## src/rtl/lsu_ctrl.sv

```systemverilog
// Load/store unit: one byte/halfword/word access per request on a req/ack memory port,
// with lane steering, load extension, alignment/funct3 checks and a bus timeout.
module lsu_ctrl #(
  parameter int unsigned WIDTH       = 32,
  parameter int unsigned TIMEOUT_CYC = 255
) (
  input  logic             i_clk,
  input  logic             i_rst,
  input  logic             i_lsu_valid,
  input  logic             i_lsu_wren,
  input  logic [2:0]       i_funct3,
  input  logic [WIDTH-1:0] i_lsu_addr,
  input  logic [WIDTH-1:0] i_st_data,
  output logic             o_lsu_ready,
  output logic             o_lsu_done,
  output logic [1:0]       o_lsu_err,
  output logic [WIDTH-1:0] o_ld_data,
  output logic             o_mem_req,
  output logic             o_mem_we,
  output logic [WIDTH-1:0] o_mem_addr,
  output logic [3:0]       o_mem_bmask,
  output logic [WIDTH-1:0] o_mem_wdata,
  input  logic             i_mem_ack,
  input  logic [WIDTH-1:0] i_mem_rdata
);

  typedef enum logic [1:0] {
    StIdle,
    StReq,
    StDone
  } state_e;

  localparam logic [1:0] ErrOk       = 2'b00;
  localparam logic [1:0] ErrMisalign = 2'b01;
  localparam logic [1:0] ErrIllegal  = 2'b10;
  localparam logic [1:0] ErrTimeout  = 2'b11;

  // Timeout fires on the last counted REQ cycle, so REQ lasts exactly TIMEOUT_CYC cycles.
  localparam logic [7:0] CntLast = 8'(TIMEOUT_CYC - 1);

  state_e           state_q, state_d;
  logic [7:0]       cnt_q, cnt_d;
  logic [1:0]       err_q, err_d;
  logic [WIDTH-1:0] ld_data_q;
  logic [WIDTH-1:0] mem_addr_q;
  logic [3:0]       mem_bmask_q;
  logic [WIDTH-1:0] mem_wdata_q;
  logic             mem_we_q;
  logic [2:0]       funct3_q;
  logic [1:0]       off_q;

  logic             accept;
  logic             f3_illegal;
  logic             misaligned;
  logic [1:0]       acc_err;
  logic [3:0]       acc_bmask;
  logic [WIDTH-1:0] acc_wdata;
  logic [WIDTH-1:0] rd_shift;
  logic [WIDTH-1:0] ld_ext;

  assign accept = (state_q == StIdle) && i_lsu_valid;

  // Access checks on the incoming request
  always_comb begin
    f3_illegal = 1'b0;
    misaligned = 1'b0;
    case (i_funct3)
      3'b000:         misaligned = 1'b0;
      3'b001, 3'b101: misaligned = i_lsu_addr[0];
      3'b010:         misaligned = |i_lsu_addr[1:0];
      3'b100:         misaligned = 1'b0;
      default:        f3_illegal = 1'b1;
    endcase
    if (i_funct3[2] && i_lsu_wren) begin
      f3_illegal = 1'b1;
    end
    if (f3_illegal) begin
      acc_err = ErrIllegal;
    end else if (misaligned) begin
      acc_err = ErrMisalign;
    end else begin
      acc_err = ErrOk;
    end
  end

  // Lane steering for the incoming request
  always_comb begin
    acc_bmask = 4'b1111;
    acc_wdata = i_st_data;
    case (i_funct3[1:0])
      2'b00: begin
        acc_bmask = 4'b0001 << i_lsu_addr[1:0];
        acc_wdata = {4{i_st_data[7:0]}};
      end
      2'b01: begin
        acc_bmask = 4'b0011 << i_lsu_addr[1:0];
        acc_wdata = {2{i_st_data[15:0]}};
      end
      default: begin
        acc_bmask = 4'b1111;
        acc_wdata = i_st_data;
      end
    endcase
  end

  // Load alignment and extension
  always_comb begin
    rd_shift = i_mem_rdata >> {off_q, 3'b000};
    case (funct3_q)
      3'b000:  ld_ext = {{24{rd_shift[7]}}, rd_shift[7:0]};
      3'b001:  ld_ext = {{16{rd_shift[15]}}, rd_shift[15:0]};
      3'b100:  ld_ext = {24'd0, rd_shift[7:0]};
      3'b101:  ld_ext = {16'd0, rd_shift[15:0]};
      default: ld_ext = rd_shift;
    endcase
  end

  // Next-state logic
  always_comb begin
    state_d = state_q;
    cnt_d   = cnt_q;
    err_d   = err_q;
    case (state_q)
      StIdle: begin
        if (i_lsu_valid) begin
          err_d   = acc_err;
          cnt_d   = 8'd0;
          state_d = (acc_err != ErrOk) ? StDone : StReq;
        end
      end
      StReq: begin
        if (i_mem_ack) begin
          err_d   = ErrOk;
          state_d = StDone;
        end else if (cnt_q == CntLast) begin
          err_d   = ErrTimeout;
          state_d = StDone;
        end else begin
          cnt_d = cnt_q + 8'd1;
        end
      end
      StDone: begin
        state_d = StIdle;
      end
      default: begin
        state_d = StIdle;
      end
    endcase
  end

  always_ff @(posedge i_clk) begin
    if (i_rst) begin
      state_q <= StIdle;
      cnt_q   <= 8'd0;
      err_q   <= ErrOk;
    end else begin
      state_q <= state_d;
      cnt_q   <= cnt_d;
      err_q   <= err_d;
    end
  end

  // Request registers hold steady through REQ because they only load on accept
  always_ff @(posedge i_clk) begin
    if (i_rst) begin
      mem_addr_q  <= '0;
      mem_bmask_q <= 4'b0000;
      mem_wdata_q <= '0;
      mem_we_q    <= 1'b0;
      funct3_q    <= 3'b000;
      off_q       <= 2'b00;
    end else if (accept) begin
      mem_addr_q  <= {i_lsu_addr[WIDTH-1:2], 2'b00};
      mem_bmask_q <= acc_bmask;
      mem_wdata_q <= acc_wdata;
      mem_we_q    <= i_lsu_wren;
      funct3_q    <= i_funct3;
      off_q       <= i_lsu_addr[1:0];
    end
  end

  // Cleared on every accept, so stores, errors and timeouts all leave zero behind
  always_ff @(posedge i_clk) begin
    if (i_rst) begin
      ld_data_q <= '0;
    end else if (accept) begin
      ld_data_q <= '0;
    end else if ((state_q == StReq) && i_mem_ack && !mem_we_q) begin
      ld_data_q <= ld_ext;
    end
  end

  assign o_lsu_ready = (state_q == StIdle);
  assign o_lsu_done  = (state_q == StDone);
  assign o_mem_req   = (state_q == StReq);
  assign o_lsu_err   = err_q;
  assign o_ld_data   = ld_data_q;
  assign o_mem_we    = mem_we_q;
  assign o_mem_addr  = mem_addr_q;
  assign o_mem_bmask = mem_bmask_q;
  assign o_mem_wdata = mem_wdata_q;

endmodule
```

## config.mk

```make
export PLATFORM = sky130hd
export DESIGN_NAME = lsu_ctrl
export DESIGN_NICKNAME = d
export VERILOG_FILES = /design/src/rtl/lsu_ctrl.sv
export SDC_FILE = /design/constraint.sdc
export NUM_CORES = 1
export LEC_CHECK = 0
export ABC_CLOCK_PERIOD_IN_PS = 2000
export BUFFER_PORTS_ARGS = -buffer_cell sky130_fd_sc_hd__clkbuf_2
export CORE_ASPECT_RATIO = 1.2
export CORE_UTILIZATION = 48
export DETAILED_ROUTE_END_ITERATION = 10
export PLACE_DENSITY_LB_ADDON = 0.25
export SYNTH_ARGS = -nofsm -noshare
export SYNTH_HDL_FRONTEND = slang
export SYNTH_SLANG_ARGS = --single-unit
```

## constraint.sdc

```tcl
create_clock -name i_clk -period 2 [get_ports i_clk]
set_clock_uncertainty 0.05 [all_clocks]
set_input_delay 0.1 -clock i_clk [delete_from_list [all_inputs] [get_ports i_clk]]
set_output_delay 0.1 -clock i_clk [all_outputs]
set_load 0.02 [all_outputs]
```

Yosys cells after proc, flatten, opt, wreduce, memory -nomap -nowiden
Index checks and enable logic that the tools add are counted.

word-level totals
  flip-flop bits (word level) = 116
  input port bits = 104

operators by class
  shift operators = 3
  mux-type cells = 21
  add/sub/neg operators = 1
  equal/unequal tests = 15
  reductions and logical operators = 18

operators by type and width
  kind                                                                   number
  32-bit one-hot mux with 4 select lines                                 1
  32-bit one-hot mux with 2 select lines                                 1
  32-bit by 5-bit >> shifter with 32-bit output                          1
  8-bit two-way mux                                                      3
  2-bit two-way mux                                                      8
  8-bit one-hot mux with 2 select lines                                  1
  3-bit equality test, second input constant                             4
  8-bit by 1-bit adder with 8-bit output, second input constant          1
  8-bit equality test, second input constant                             1
  2-bit one-hot mux with 2 select lines                                  2
  4-bit one-hot mux with 2 select lines                                  1
  3-bit by 1-bit equality test with 1-bit output, second input constant  2
  3-bit logical NOT                                                      2
  2-bit inequality test, second input constant                           3
  2-bit OR reduction                                                     3
  5-bit OR reduction                                                     1
  2-bit by 1-bit equality test with 1-bit output, second input constant  2
  1-bit logical AND                                                      4
  2-bit logical NOT                                                      2
  4-bit AND reduction                                                    1
  2-bit nonzero test                                                     2
  1-bit by 2-bit left shift with 4-bit output, first input constant      1
  2-bit by 2-bit left shift with 4-bit output, first input constant      1
  3-bit by 2-bit equality test with 1-bit output, second input constant  1
  other kinds (7)                                                        9

Depth between registers and ports, before layout
  depth after elaboration = 9
  depth in mapped cells = 7

Worst setup path after synthesis
No wires, ideal clock.

  path type = reg-to-reg
  start point = reg state_q[0]
  end point = reg cnt_q[0]
  required time = 1.822 ns
  slack = 0.279 ns
  period minus slack after synthesis = 1.721 ns
  library setup time = 0.128 ns
  stages on the path, launching flop included = 7
  data arrival time = 1.543 ns
  cells stage by stage = dfxtp_1 buf_2 nor2_1 nand2_1 nand2_1 clkbuf_1 nor2_1

between the ends
  word-level cells in the longest chain between the ends = 3
  elaborated cells between the ends (all ways) = 8

RTL lines
  element                                                                RTL line  text
  start, declared                                                        41        state_e state_q, state_d;
  start signal, assigned                                                 153       state_q <= StIdle;
  start signal, assigned                                                 157       state_q <= state_d;
  2-bit logical NOT *                                                    --
  named net o_lsu_ready                                                  14        output logic o_lsu_ready,
  2-bit inequality test (no line) or 2-bit nonzero test (tied branches)  --
  4-bit AND reduction (no line)                                          --
  end signal, assigned                                                   158       cnt_q <= cnt_d;
  end, declared                                                          42        logic [7:0] cnt_q, cnt_d;

The timed path passes the listed nets; every way through them passes the cells marked *.
A chain may end at the register's enable or synchronous reset.

Final worst setup path
  start point = reg state_q[0]
  end point = reg ld_data_q[26] (netlist: o_ld_data[26])

between the ends
  word-level cells in the longest chain between the ends = 3
  elaborated cells between the ends (all ways) = 6

RTL lines
  element                                                                              RTL line  text
  2-bit by 1-bit equality test with 1-bit output or 2-bit logical NOT (tied branches)  188, 61
  1-bit logical AND (on tied branches)                                                 188, 61
  1-bit logical AND or 2-bit OR reduction (tied branches)                              --
  end signal, assigned                                                                 189       ld_data_q <= ld_ext;
  end, declared                                                                        44        logic [WIDTH-1:0] ld_data_q;

Parallel ways exist; a longest one is shown, timed or not.

==> flow_metrics.tcl <==
set metrics [dict create \
    cap_violations 0 \
    std_cell_rows 41 \
    die_x_microns 96.9 \
    layout-drive-gt1-share_pct 31.0 \
    startpoint_type "register" \
    arrival_ns 2.10 \
    cp.required_ns 2.29 \
    gr-total-overflow 0 \
    setup_viol 0 \
    slew-limit-headroom_pct 42.4 \
    ctsLongestPathBuffers 2 \
    synth_area_sq_um 5180 \
    numPortBuffers 207 \
    cts_buffers 17 \
    n_antenna_cell 0 \
    pin_count 210 \
    power_mw 6.41 \
    first_global_vias 5122 \
    clk_latency_ns 0.40 \
    slowest_stage "nor2_2" \
    fin_crit_sh_pct 90.8 \
    post-place-ws_ns -0.226 \
    grtUsageTotal_pct 27.8 \
    routed-via-count 5523 \
    synth_cells 636 \
    drc 0 \
    critPathBufInv 0 \
    start_util_pct 49.3 \
    ant_nets 0 \
    dpl.hpwl_microns 10100 \
    area_growth_pct 44.7 \
    dr.first_iter.drc_count 286 \
    cts_tree "yes" \
    antenna_found_initial 0 \
    n_fill_cell 814 \
    htreeDepth 4 \
    synth_edf_count 0 \
    cp-end-kind "register" \
    dieArea_sq_um 11200 \
    fmax_ghz 0.551 \
    routed_wl_microns 15700 \
    synth_cell_types 49 \
    cp_slowest_stage_delay_ns 0.67 \
    status "completed" \
    final_cells 1029 \
    avgRoutedWirePerCell_microns 15.3 \
    ys.warnings.count 0 \
    ys_seq_elements 116 \
    worstMarginPinSlew_ns 0.863 \
    hold_viol_final 0 \
    grt_max_degree 75 \
    clock_sinks 116 \
    leakage_nw 3.31 \
    slew_viol_final 0 \
    hold_slack_ns 0.0160 \
    power_density_nw_per_um2 855 \
    dr.pass1.iters 5 \
    syn_avg_cell_area_sq_um 8.15 \
    hold_path.class "input port to register" \
    setup_ws_ns 0.184 \
    rsz0062_at_grt "false" \
    cts_root_buf "clkbuf_16" \
    nets 997 \
    async_flop_share_pct 0 \
    dp_cells 936 \
    path_clk_slew_ns 0.05 \
    routabilityCongestion 0.831 \
    ir_drop_uv 687 \
    cp_cell_sequence "nor3b_4 -> nor2_2 -> o21ai_0 -> a21oi_2" \
    period_minus_slack_ns 1.82 \
    crit_type "register to register" \
    viasPerCell 5.37 \
    path_max_fanout 24 \
    synthFlopType "dfxtp_1" \
    path_delay_family "simple AND/OR/NAND/NOR gates" \
    grt_pass1_wl_microns 24900 \
    core_area_sq_um 10500 \
    synth_seq_area_share_pct 44.8 \
    fp.dieH_microns 116 \
]
kinds of logic (layout without fill, tap and decap cells):
| group | Yosys count | count (layout) | share of synthesized area, % |
|---|---|---|---|
| mux | 43 | 43 | 8.74 |
| simple gates | 233 | 233 | 19.1 |
| flops | 116 | 116 | 44.8 |
| other cells | 1 | 2 | 0.0724 |
| fa+ha+maj | 2 | 2 | 0.483 |
| xor+xnor | 2 | 2 | 0.338 |
| compound gates | 181 | 181 | 21.7 |
| buf+inv | 58 | 321 | 4.73 |
per-stage QoR:
step                      setup TNS (ns)  util, %  cell area [sq um]
after detailed placement           -3.14     60.0               6300
after global routing                   0     71.3               7500
after CTS                              0     71.3               7500
final                                  0     71.3               7500
after floorplan                        0        -               5190
after global placement             -1.03     60.0               6300
worst register-to-register path, delay by kind of cell, from the launching register on:
family	cells	cell delay (ns)
flip-flops	1	0.51
AO/OA/AOI/OAI	2	0.42
AND/OR/NAND/NOR	2	0.77
layout by cell type (no fill, tap or decap), types with 5 or more instances in the layout:
cell	n
dlygate4sd3_1	65
o2bb2ai_1	7
o21ai_0	39
mux2i_1	34
dfxtp_1	116
or3_1	6
mux2_2	8
a21oi_2	9
inv_1	5
clkbuf_2	207
clkinv_2	5
a211oi_1	8
clkbuf_16	17
nor2_1	45
o211ai_1	7
a311oi_1	9
o221a_1	8
a21oi_1	80
nand2_1	151
buf_4	15
layout make-up:
class                           instances  area [sq um]  share of cell area, %
Sequential cell                       116          2320                   31.0
Multi-Input combinational cell        463          2640                   35.2
Clock inverter                          6          55.1                  0.734
Tap cell                              129           161                   2.15
Timing Repair Buffer                  288          1820                   24.3
Clock buffer                           22           484                   6.46
Inverter                                5          18.8                  0.250
power breakdown:
part	internal, mW	switching, mW	total (mW)
clock	1.80	0.973	2.77
sequential	2.45	0.0844	2.53
combinational	0.450	0.662	1.11
routing by layer:
layer  GRT usage, %  vias up  share of wire, %
met5              0        -                 0
met4           11.1        0               2.1
met1           32.3     2568                40
met2           48.7      215                52
met3           7.60       28               6.4
li1               -     2712                 -
state kept, by name (all words and copies together), names as in the netlist:
signal,count
o_lsu_err,2
state_q,2
o_mem_we,1
o_mem_wdata,32
funct3_q,3
cnt_q,8
o_mem_addr,30
o_ld_data,32
o_mem_bmask,4
off_q,2
worst paths after layout:
path / to / from / cells past startpoint / slack (ns)
max: o_ld_data[26]$_SDFFE_PP0P_ / state_q[0]$_SDFFE_PP0P_ / 4 / 0.18
min: o_mem_wdata[26]$_SDFFE_PP0P_ / i_st_data[26] / 5 / 0.02
min reg2reg: o_mem_addr[17]$_SDFFE_PP0P_ / o_mem_addr[17]$_SDFFE_PP0P_ / 2 / 0.40
max reg2reg: o_ld_data[26]$_SDFFE_PP0P_ / state_q[0]$_SDFFE_PP0P_ / 4 / 0.18
synthesized netlist by cell type (3+ instances only):
cell / instances / area share [%]
o2bb2ai_1: 7 / 1.2
nand2_1: 152 / 11
or3_1: 6 / 0.72
a21oi_2: 9 / 1.5
nand3_1: 4 / 0.39
buf_1: 4 / 0.29
a311oi_1: 9 / 1.5
buf_2: 10 / 0.97
nor3_1: 4 / 0.39
inv_1: 5 / 0.36
mux2_2: 8 / 1.7
o21ai_1: 4 / 0.39
dfxtp_1: 116 / 45
o211ai_1: 7 / 1.0
nand2b_1: 3 / 0.36
a211oi_1: 8 / 1.2
mux2i_1: 34 / 6.6
o21ai_0: 39 / 3.8
nor2_1: 46 / 3.3
clkbuf_1: 36 / 2.6
o221a_1: 8 / 1.7
a21oi_1: 80 / 7.7
timing repair:
action / CTS / global route
endpoints found under the setup margin: 24 / 0
hold endpoints to repair: 65 / 0
hold buffers: 65 / 0
setup buffers: 0 / 0
gates resized for setup: 1 / 0
No activity file was read; power rests on OpenSTA's default activity.
